--- config.mk ---
export PLATFORM = sky130hd
export DESIGN_NAME = conv_kxk_stream_mac
export DESIGN_NICKNAME = d
export VERILOG_FILES = /design/src/rtl/conv_kxk_stream_mac.sv
export SDC_FILE = /design/constraint.sdc
export NUM_CORES = 1
export LEC_CHECK = 0
export ABC_AREA = 1
export CORE_MARGIN = 1
export CORE_UTILIZATION = 55
export CTS_BUF_LIST = sky130_fd_sc_hd__clkbuf_4
export DETAILED_ROUTE_END_ITERATION = 8
export PLACE_DENSITY = 0.73
export SLEW_MARGIN = 15
export SYNTH_ARGS = -nofsm -noshare
export SYNTH_HDL_FRONTEND = slang
export SYNTH_SLANG_ARGS = --single-unit
--- constraint.sdc ---
create_clock -name clk -period 10.6 [get_ports clk]
set_clock_uncertainty 0.1 [all_clocks]
set_input_delay 2.12 -clock clk [delete_from_list [all_inputs] [get_ports clk]]
set_output_delay 2.12 -clock clk [all_outputs]
set_load 0.02 [all_outputs]
--- src/rtl/conv_kxk_stream_mac.sv ---
// Streaming KxK convolution MAC: sliding column window, 3-stage multiply/sum/requantise pipeline.
// Optional saturation statistics counter built only when STREAM_MAC_STATS_EN is defined.
module conv_kxk_stream_mac #(
  parameter int K     = 3,
  parameter int IMG_W = 8,
  parameter int WGT_W = 4,
  parameter int ACC_W = 17,
  parameter int OUT_W = 16,
  parameter int SH_W  = 5,
  parameter int ZP_W  = 9
) (
  input  logic                   clk,
  input  logic                   rstn,
  input  logic                   in_valid,
  output logic                   in_ready,
  input  logic                   in_last,
  input  logic [K*IMG_W-1:0]     in_pix,
  input  logic [K*WGT_W-1:0]     in_wgt,
  input  logic [SH_W-1:0]        q_shift,
  input  logic [ZP_W-1:0]        zero_point,
  output logic                   out_valid,
  input  logic                   out_ready,
  output logic [OUT_W-1:0]       out_conv,
  output logic                   out_last,
  output logic                   out_sat,
  output logic [15:0]            sat_count
);

  localparam int N  = K * K;
  localparam int PW = IMG_W + WGT_W + 1;
  localparam int FW = $clog2(K);
  localparam int M1 = (ACC_W > OUT_W) ? ACC_W : OUT_W;
  localparam int M2 = (M1 > ZP_W) ? M1 : ZP_W;
  localparam int RW = M2 + 2;
  localparam logic signed [RW-1:0] MAXV = {{(RW-OUT_W+1){1'b0}}, {(OUT_W-1){1'b1}}};
  localparam logic signed [RW-1:0] MINV = {{(RW-OUT_W+1){1'b1}}, {(OUT_W-1){1'b0}}};

  logic stall, accept, complete;
  logic [FW-1:0] fill_cnt;

  // window[c][r]: column 0 is the oldest, column K-1 the newest
  logic        [IMG_W-1:0] win_pix [K][K];
  logic signed [WGT_W-1:0] win_wgt [K][K];

  logic                   v0, v1, v2;
  logic                   last0, last1, last2;
  logic [SH_W-1:0]        q0, q1, q2;
  logic signed [ZP_W-1:0] zp0, zp1, zp2;
  logic signed [PW-1:0]   prod_c [N];
  logic signed [PW-1:0]   prod1  [N];
  logic signed [ACC_W-1:0] acc_c, acc2;

  logic signed [RW-1:0] ext, rnd, shf, sum3;
  logic [OUT_W-1:0]     res_c;
  logic                 sat_c;

  assign stall    = out_valid & ~out_ready;
  assign in_ready = ~stall;
  assign accept   = in_valid & in_ready;
  assign complete = accept && (fill_cnt == FW'(K-1));

  always_ff @(posedge clk) begin
    if (!rstn) begin
      fill_cnt  <= '0;
      v0        <= 1'b0;
      v1        <= 1'b0;
      v2        <= 1'b0;
      out_valid <= 1'b0;
      out_conv  <= '0;
      out_last  <= 1'b0;
      out_sat   <= 1'b0;
    end else if (!stall) begin
      if (accept) begin
        if (in_last)
          fill_cnt <= '0;
        else if (fill_cnt != FW'(K-1))
          fill_cnt <= fill_cnt + FW'(1);
      end
      v0        <= complete;
      v1        <= v0;
      v2        <= v1;
      out_valid <= v2;
      if (v2) begin
        out_conv <= res_c;
        out_last <= last2;
        out_sat  <= sat_c;
      end
    end
  end

  always_ff @(posedge clk) begin
    if (!stall) begin
      if (accept) begin
        for (int unsigned r = 0; r < K; r++) begin
          for (int unsigned c = 0; c + 1 < K; c++) begin
            win_pix[c][r] <= win_pix[c+1][r];
            win_wgt[c][r] <= win_wgt[c+1][r];
          end
          win_pix[K-1][r] <= in_pix[r*IMG_W +: IMG_W];
          win_wgt[K-1][r] <= in_wgt[r*WGT_W +: WGT_W];
        end
      end
      if (complete) begin
        last0 <= in_last;
        q0    <= q_shift;
        zp0   <= zero_point;
      end
      prod1 <= prod_c;
      last1 <= last0;
      q1    <= q0;
      zp1   <= zp0;
      acc2  <= acc_c;
      last2 <= last1;
      q2    <= q1;
      zp2   <= zp1;
    end
  end

  always_comb begin
    for (int unsigned c = 0; c < K; c++)
      for (int unsigned r = 0; r < K; r++)
        prod_c[c*K+r] = $signed({1'b0, win_pix[c][r]}) * win_wgt[c][r];
  end

  always_comb begin
    acc_c = '0;
    for (int unsigned i = 0; i < N; i++)
      acc_c = acc_c + ACC_W'(prod1[i]);
  end

  // widened so rounding bias and zero point cannot wrap before saturation
  always_comb begin
    ext   = RW'(acc2);
    rnd   = (q2 != '0) ? (RW'(1) <<< (q2 - SH_W'(1))) : '0;
    shf   = (ext + rnd) >>> q2;
    sum3  = shf + RW'(zp2);
    sat_c = 1'b0;
    res_c = sum3[OUT_W-1:0];
    if (sum3 > MAXV) begin
      res_c = MAXV[OUT_W-1:0];
      sat_c = 1'b1;
    end else if (sum3 < MINV) begin
      res_c = MINV[OUT_W-1:0];
      sat_c = 1'b1;
    end
  end

`ifdef STREAM_MAC_STATS_EN
  logic [15:0] sat_cnt_q;
  always_ff @(posedge clk) begin
    if (!rstn)
      sat_cnt_q <= '0;
    else if (out_valid && out_ready && out_sat)
      sat_cnt_q <= sat_cnt_q + 16'd1;
  end
  assign sat_count = sat_cnt_q;
`else
  assign sat_count = '0;
`endif

endmodule
Word level (Yosys, flattened, before mapping)

Memories as Yosys holds them, arrays and structs flattened.
Index checks and enable logic that the tools add are counted.

Memory bits (writable): 108
Memories: 2
Word-level logic and storage cells: 76
Bits in registers: 203

Add/subtract/negate cells: 12
Bitwise logic cells: 4
Reduce and logical (&&, ||, !) cells: 6
$lt $le $gt $ge: 2
Muxes and demuxes: 10
Shift operators: 2
Multipliers: 9
Equal/unequal tests: 2

Memory list:

| name    | depth | bits a word | rd ports | clocked after memory_dff | write ports | RTL line | text |
|---|---|---|---|---|---|---|---|
| win_pix | 3     | 24          | 3        | 0                        | 3           | 42       | `logic [IMG_W-1:0] win_pix [K][K];` |
| win_wgt | 3     | 12          | 3        | 0                        | 3           | 43       | `logic signed [WGT_W-1:0] win_wgt [K][K];` |

Operator list:

| operator                                              | count |
|---|---|
| multiplier 9 x 4 -> 13 bit                            | 9 |
| adder 17 x 13 -> 17 bit                               | 4 |
| 2-to-1 mux 16 bit                                     | 2 |
| adder 17 x 19 -> 19 bit                               | 1 |
| adder 19 x 9 -> 19 bit                                | 1 |
| > comparator 19 x 16 -> 1 bit (second input constant) | 1 |
| < comparator 19 x 16 -> 1 bit (second input constant) | 1 |
| 2-to-1 mux 19 bit                                     | 1 |
| <<< shifter 1 x 5 -> 19 bit (first input constant)    | 1 |
| >>> shifter 19 x 5 -> 19 bit                          | 1 |
| adder 16 x 13 -> 17 bit                               | 1 |
| adder 15 x 13 -> 16 bit                               | 1 |
| adder 14 x 13 -> 15 bit                               | 1 |
| adder 13 x 13 -> 14 bit                               | 1 |
| 2-to-1 mux 1 bit                                      | 5 |
| nonzero test 5 bit                                    | 1 |
| subtractor 5 x 1 -> 5 bit (second input constant)     | 1 |
| 2-to-1 mux 2 bit                                      | 2 |
| AND reduction 2 bit                                   | 2 |
| AND reduction 3 bit                                   | 1 |
| adder 2 x 1 -> 2 bit (second input constant)          | 1 |
| AND 1 bit                                             | 2 |
| == test 2 bit (second input constant)                 | 1 |
| != test 2 bit (second input constant)                 | 1 |
| other kinds (3)                                       | 4 |

Longest topological paths before layout

Depth after elaboration: 9
Depth in mapped cells: 42

Least setup slack after synthesis

OpenSTA, ideal clock, no wires.

Kind: in2reg
From: input out_ready
To: register fill_cnt[0]
Library setup time: 0.134 ns
Arrival time: 8.982 ns
Slack: 1.384 ns
Stages: 7
Cell sequence: nor2_1 > inv_1 > nand2_1 > inv_1 > o21ai_0 > o21ai_0 > a21oi_1

Longest elaborated chain between the ends: 5

Ends and longest elaborated chain:

| what                                   | RTL line | text |
|---|---|---|
| start: declaration                     | 22       | `input logic out_ready,` |
| NOT 1 bit *                            | 57       | `assign stall = out_valid & ~out_ready;` |
| AND 1 bit *                            | 57       |  |
| NOT 1 bit (no source line) *           | --       |  |
| via in_ready                           | 15       | `output logic in_ready,` |
| AND 1 bit                              | 59       | `assign accept = in_valid & in_ready;` |
| AND reduction 3 bit (no source line) * | --       |  |
| end signal: assignment                 | 77       | `fill_cnt <= fill_cnt + FW'(1);` |
| end: declaration                       | 39       | `logic [FW-1:0] fill_cnt;` |

Mark *: on every way through the listed nets, which the timed path passes. The rest lies on a longest branch.
A chain may end at the register's enable or synchronous reset.

Final worst setup path

From: register q2[0]
To: register out_conv[9]

Longest elaborated chain between the ends: 9

Ends and longest elaborated chain:

| what                           | RTL line | text |
|---|---|---|
| start: declaration             | 47       | `logic [SH_W-1:0] q0, q1, q2;` |
| start signal: assignment       | 114      | `q2 <= q1;` |
| subtractor 5 x 1 -> 5 bit      | 134      | `rnd = (q2 != '0) ? (RW'(1) <<< (q2 - SH_W'(1))) : '0;` |
| <<< shifter 1 x 5 -> 19 bit    | 134      |  |
| 2-to-1 mux 19 bit              | 134      |  |
| adder 17 x 19 -> 19 bit        | 135      | `shf = (ext + rnd) >>> q2;` |
| >>> shifter 19 x 5 -> 19 bit * | 135      |  |
| adder 19 x 9 -> 19 bit *       | 136      | `sum3 = shf + RW'(zp2);` |
| < comparator 19 x 16 -> 1 bit  | 142      | `end else if (sum3 < MINV) begin` |
| 2-to-1 mux 16 bit              | 142      |  |
| 2-to-1 mux 16 bit *            | 139      | `if (sum3 > MAXV) begin` |
| end signal: assignment         | 84       | `out_conv <= res_c;` |
| end: declaration               | 23       | `output logic [OUT_W-1:0] out_conv,` |

Every way passes the cells marked *; elsewhere a longest branch is shown, timed or not.

==> flow_metrics.env <==
export IMPL_cts_clk_slew_worst_paths_ns=0.07
export IMPL_fp_row_count=77
export IMPL_final_core_util_pct=61.3
export IMPL_worstSkewPairLatency_ns=0.83
export IMPL_crit_path_max_incr_delay_ns=0.83
export IMPL_tritoncts="built"
export IMPL_clk_path_buf_depth=3
export IMPL_synth_top_area_cell="edfxtp_1"
export IMPL_grt_start_max_net_pins=92
export IMPL_post_cts_buffers=0
export IMPL_hold_depth=0
export IMPL_ff2ff_path_depth=36
export IMPL_grt_antenna_before_repair=2
export IMPL_relSlewSlack_pct=32.3
export IMPL_io_pins=91
export IMPL_rsz0062_at_grt="no"
export IMPL_cp_start_kind="flop"
export IMPL_crit_slowest_cell="edfxtp_1"
export IMPL_die_x_um=215
export IMPL_overflow=0
export IMPL_wl_um=52600
export IMPL_drc_errors=0
export IMPL_fp_coreArea_um2=44400
export IMPL_design_die_area_um2=46100
export IMPL_synth_distinct_cells=43
export IMPL_h_tree_depth=3
export IMPL_initial_utilization_pct=56.0
export IMPL_endpoint_kind="flop"
export IMPL_die_h_um=215
export IMPL_cts_sinks=311
export IMPL_crit_required_ns=11.26
export IMPL_ctsHoldBuffers=0
export IMPL_syn_inst=2575
export IMPL_tightest_slew_ns=1.02
export IMPL_syn_to_final_growth_pct=9.45
export IMPL_gr_usage_all_layers_pct=24.0
export IMPL_drt_iter0_drc=976
export IMPL_final_cells=3347
export IMPL_crit_fanout=23
export IMPL_syn_avg_cell_area_um2=9.67
export IMPL_place_congestion=0.890
export IMPL_firstDrtPassIters=7
export IMPL_dp_hpwl_um=42200
export IMPL_vias=17400
export IMPL_synthesis_area_um2=24900
export IMPL_post_drt_wl_per_cell_um=15.7
export IMPL_synth_top_area_share_pct=34.6
export IMPL_final_hold_viol_count=0
export IMPL_fin_crit_ns=6.86
export IMPL_period_share_pct=64.8
export IMPL_final_antenna_net_count=0
export IMPL_hold_class="flop to flop"
export IMPL_place_ws_ns=3.85
export IMPL_drv_cap=0
export IMPL_grt_pass1_vias=18200
export IMPL_cp_arrival_ns=7.52
export IMPL_setup_viol_count_final=0
export IMPL_layout_drive_gt1_share_pct=7.53
export IMPL_seq_area_frac_synth_pct=36.6
export IMPL_nets=3236
export IMPL_fin_setup_tns_ns=0
export IMPL_grt_pass1_wl_um=87800
export IMPL_viasPerCell=5.19
export IMPL_ctsResizeCount=0
export IMPL_synth_seq_cells=311
export IMPL_cts_buffers=82
export IMPL_run_status="completed"
export IMPL_fillers=3668
export IMPL_cts_root_buf="clkbuf_4"
export IMPL_crit_type="flop to flop"
export IMPL_max_freq_mhz=146
export IMPL_finalMaxSlewViolations=0
export IMPL_dpl_cell_count=3197
export IMPL_setup_slack_ns=3.74
export IMPL_ys_warn_count=0
export IMPL_synthTopCellsByArea="edfxtp_1 35%, fa_1 17%, ha_1 14%, inv_1 7.9%, nand2_1 7.4%"
export IMPL_cpMostUsedCell="nand2_1"
export IMPL_port_buffers=74
==> per-stage QoR <==
| step | hold slack [ns] | area, um2 |
|---|---|---|
| floorplan | 0.300 | 24900 |
| global placement | 0.301 | 26100 |
| finish | 0.289 | 27200 |
| global route | 0.291 | 27200 |
| CTS | 0.278 | 27200 |
| detailed placement | 0.305 | 26100 |
==> flip-flops by register name (all words and copies together) (netlist names) <==
register and cells:
zp0 9, last2 1, zp1 9, last1 1, acc2 17, prod1 117
v1 1, q1 5, v2 1, last0 1, out_last 1, zp2 9
q0 5, q2 5, win_wgt 36, out_sat 1, fill_cnt 2, out_conv 16
v0 1, win_pix 72, out_valid 1
==> critical path: cells and delay by family (launching register included) <==
family                   cells  cell delay [ns]
buffers and inverters        5             0.94
AND/OR/NAND/NOR             23             2.83
flip-flops                   1             0.83
XOR/XNOR                     1             0.19
AO/OA/AOI/OAI                3             0.63
adder cells (fa/ha/maj)      4             1.31
==> path summary, 6_finish.rpt <==
| path | from | end | slack, ns |
|---|---|---|---|
| worst max register to register | q2[0]$_DFFE_PN_ | out_conv[9]$_SDFFE_PN0P_ | 3.74 |
| worst min register to register | zp0[2]$_DFFE_PP_ | zp1[2]$_DFFE_PN_ | 0.29 |
| worst min-delay path | zp0[2]$_DFFE_PP_ | zp1[2]$_DFFE_PN_ | 0.29 |
| worst max-delay path | q2[0]$_DFFE_PN_ | out_conv[9]$_SDFFE_PN0P_ | 3.74 |
==> cell type report <==
cell class / count / area [um2] / share of cell area (%)
antenna: 5 / 12.5 / 0.0459
sequential: 311 / 9100 / 33.4
timing repair buffer: 77 / 763 / 2.80
clock buffer: 109 / 818 / 3.00
inverter: 530 / 2000 / 7.33
clock inverter: 36 / 268 / 0.983
multi-input combinational: 1687 / 13500 / 49.7
tap: 592 / 741 / 2.72
==> cell families after synthesis <==
family | Yosys count | share of synthesized area, %
simple gates | 855 | 14.6
xor+xnor | 97 | 3.41
compound gates | 227 | 5.04
buf+inv | 592 | 9.25
other cells | 1 | 0.0151
fa+ha+maj | 492 | 31.2
flops | 311 | 36.6
==> synthesized netlist by cell type (all sizes together) <==
library cell and n:
inv 526, nand2 497, edfxtp 287, ha 279, fa 213, nor2 141, a21oi 136, nand3 124
xor2 63, o21ai 57, or2 53, clkbuf 39, xnor2 34, dfxtp 24, buf 23, nor3 14
nand3b 10, nand4 10, o21bai 7, a21o 6, a31oi 6, o31ai 5, clkinv 4, nor4 4
o21a 4, a211oi 1, a22oi 1, a31o 1, and2 1, and3 1, conb 1, o2111ai 1
o211ai 1, o311ai 1
==> placed cells by master, fill, tap and decap left out, drive strengths merged, types with 6 or more instances in the layout <==
cell type,n
inv,526
nand2,497
edfxtp,287
ha,279
fa,213
nor2,141
a21oi,136
nand3,124
clkbuf,109
clkdlybuf4s50,74
xor2,63
o21ai,57
or2,53
xnor2,34
clkinv,34
dfxtp,24
conb,16
nor3,14
nand3b,10
nand4,10
o21bai,7
a31oi,6
a21o,6
==> metal layers <==
layer / vias to the layer above / wire (um) / global-route usage (%)
li1: 8475 / - / -
met1: 8387 / 21100 / 28.0
met5: - / 0 / 0
met3: 114 / 2250 / 3.51
met2: 399 / 27100 / 43.3
met4: 0 / 2120 / 11.4
Power is left out: the tool's default activity adds up to more than one toggle a clock period on the data nets, which glitch-free logic cannot reach.
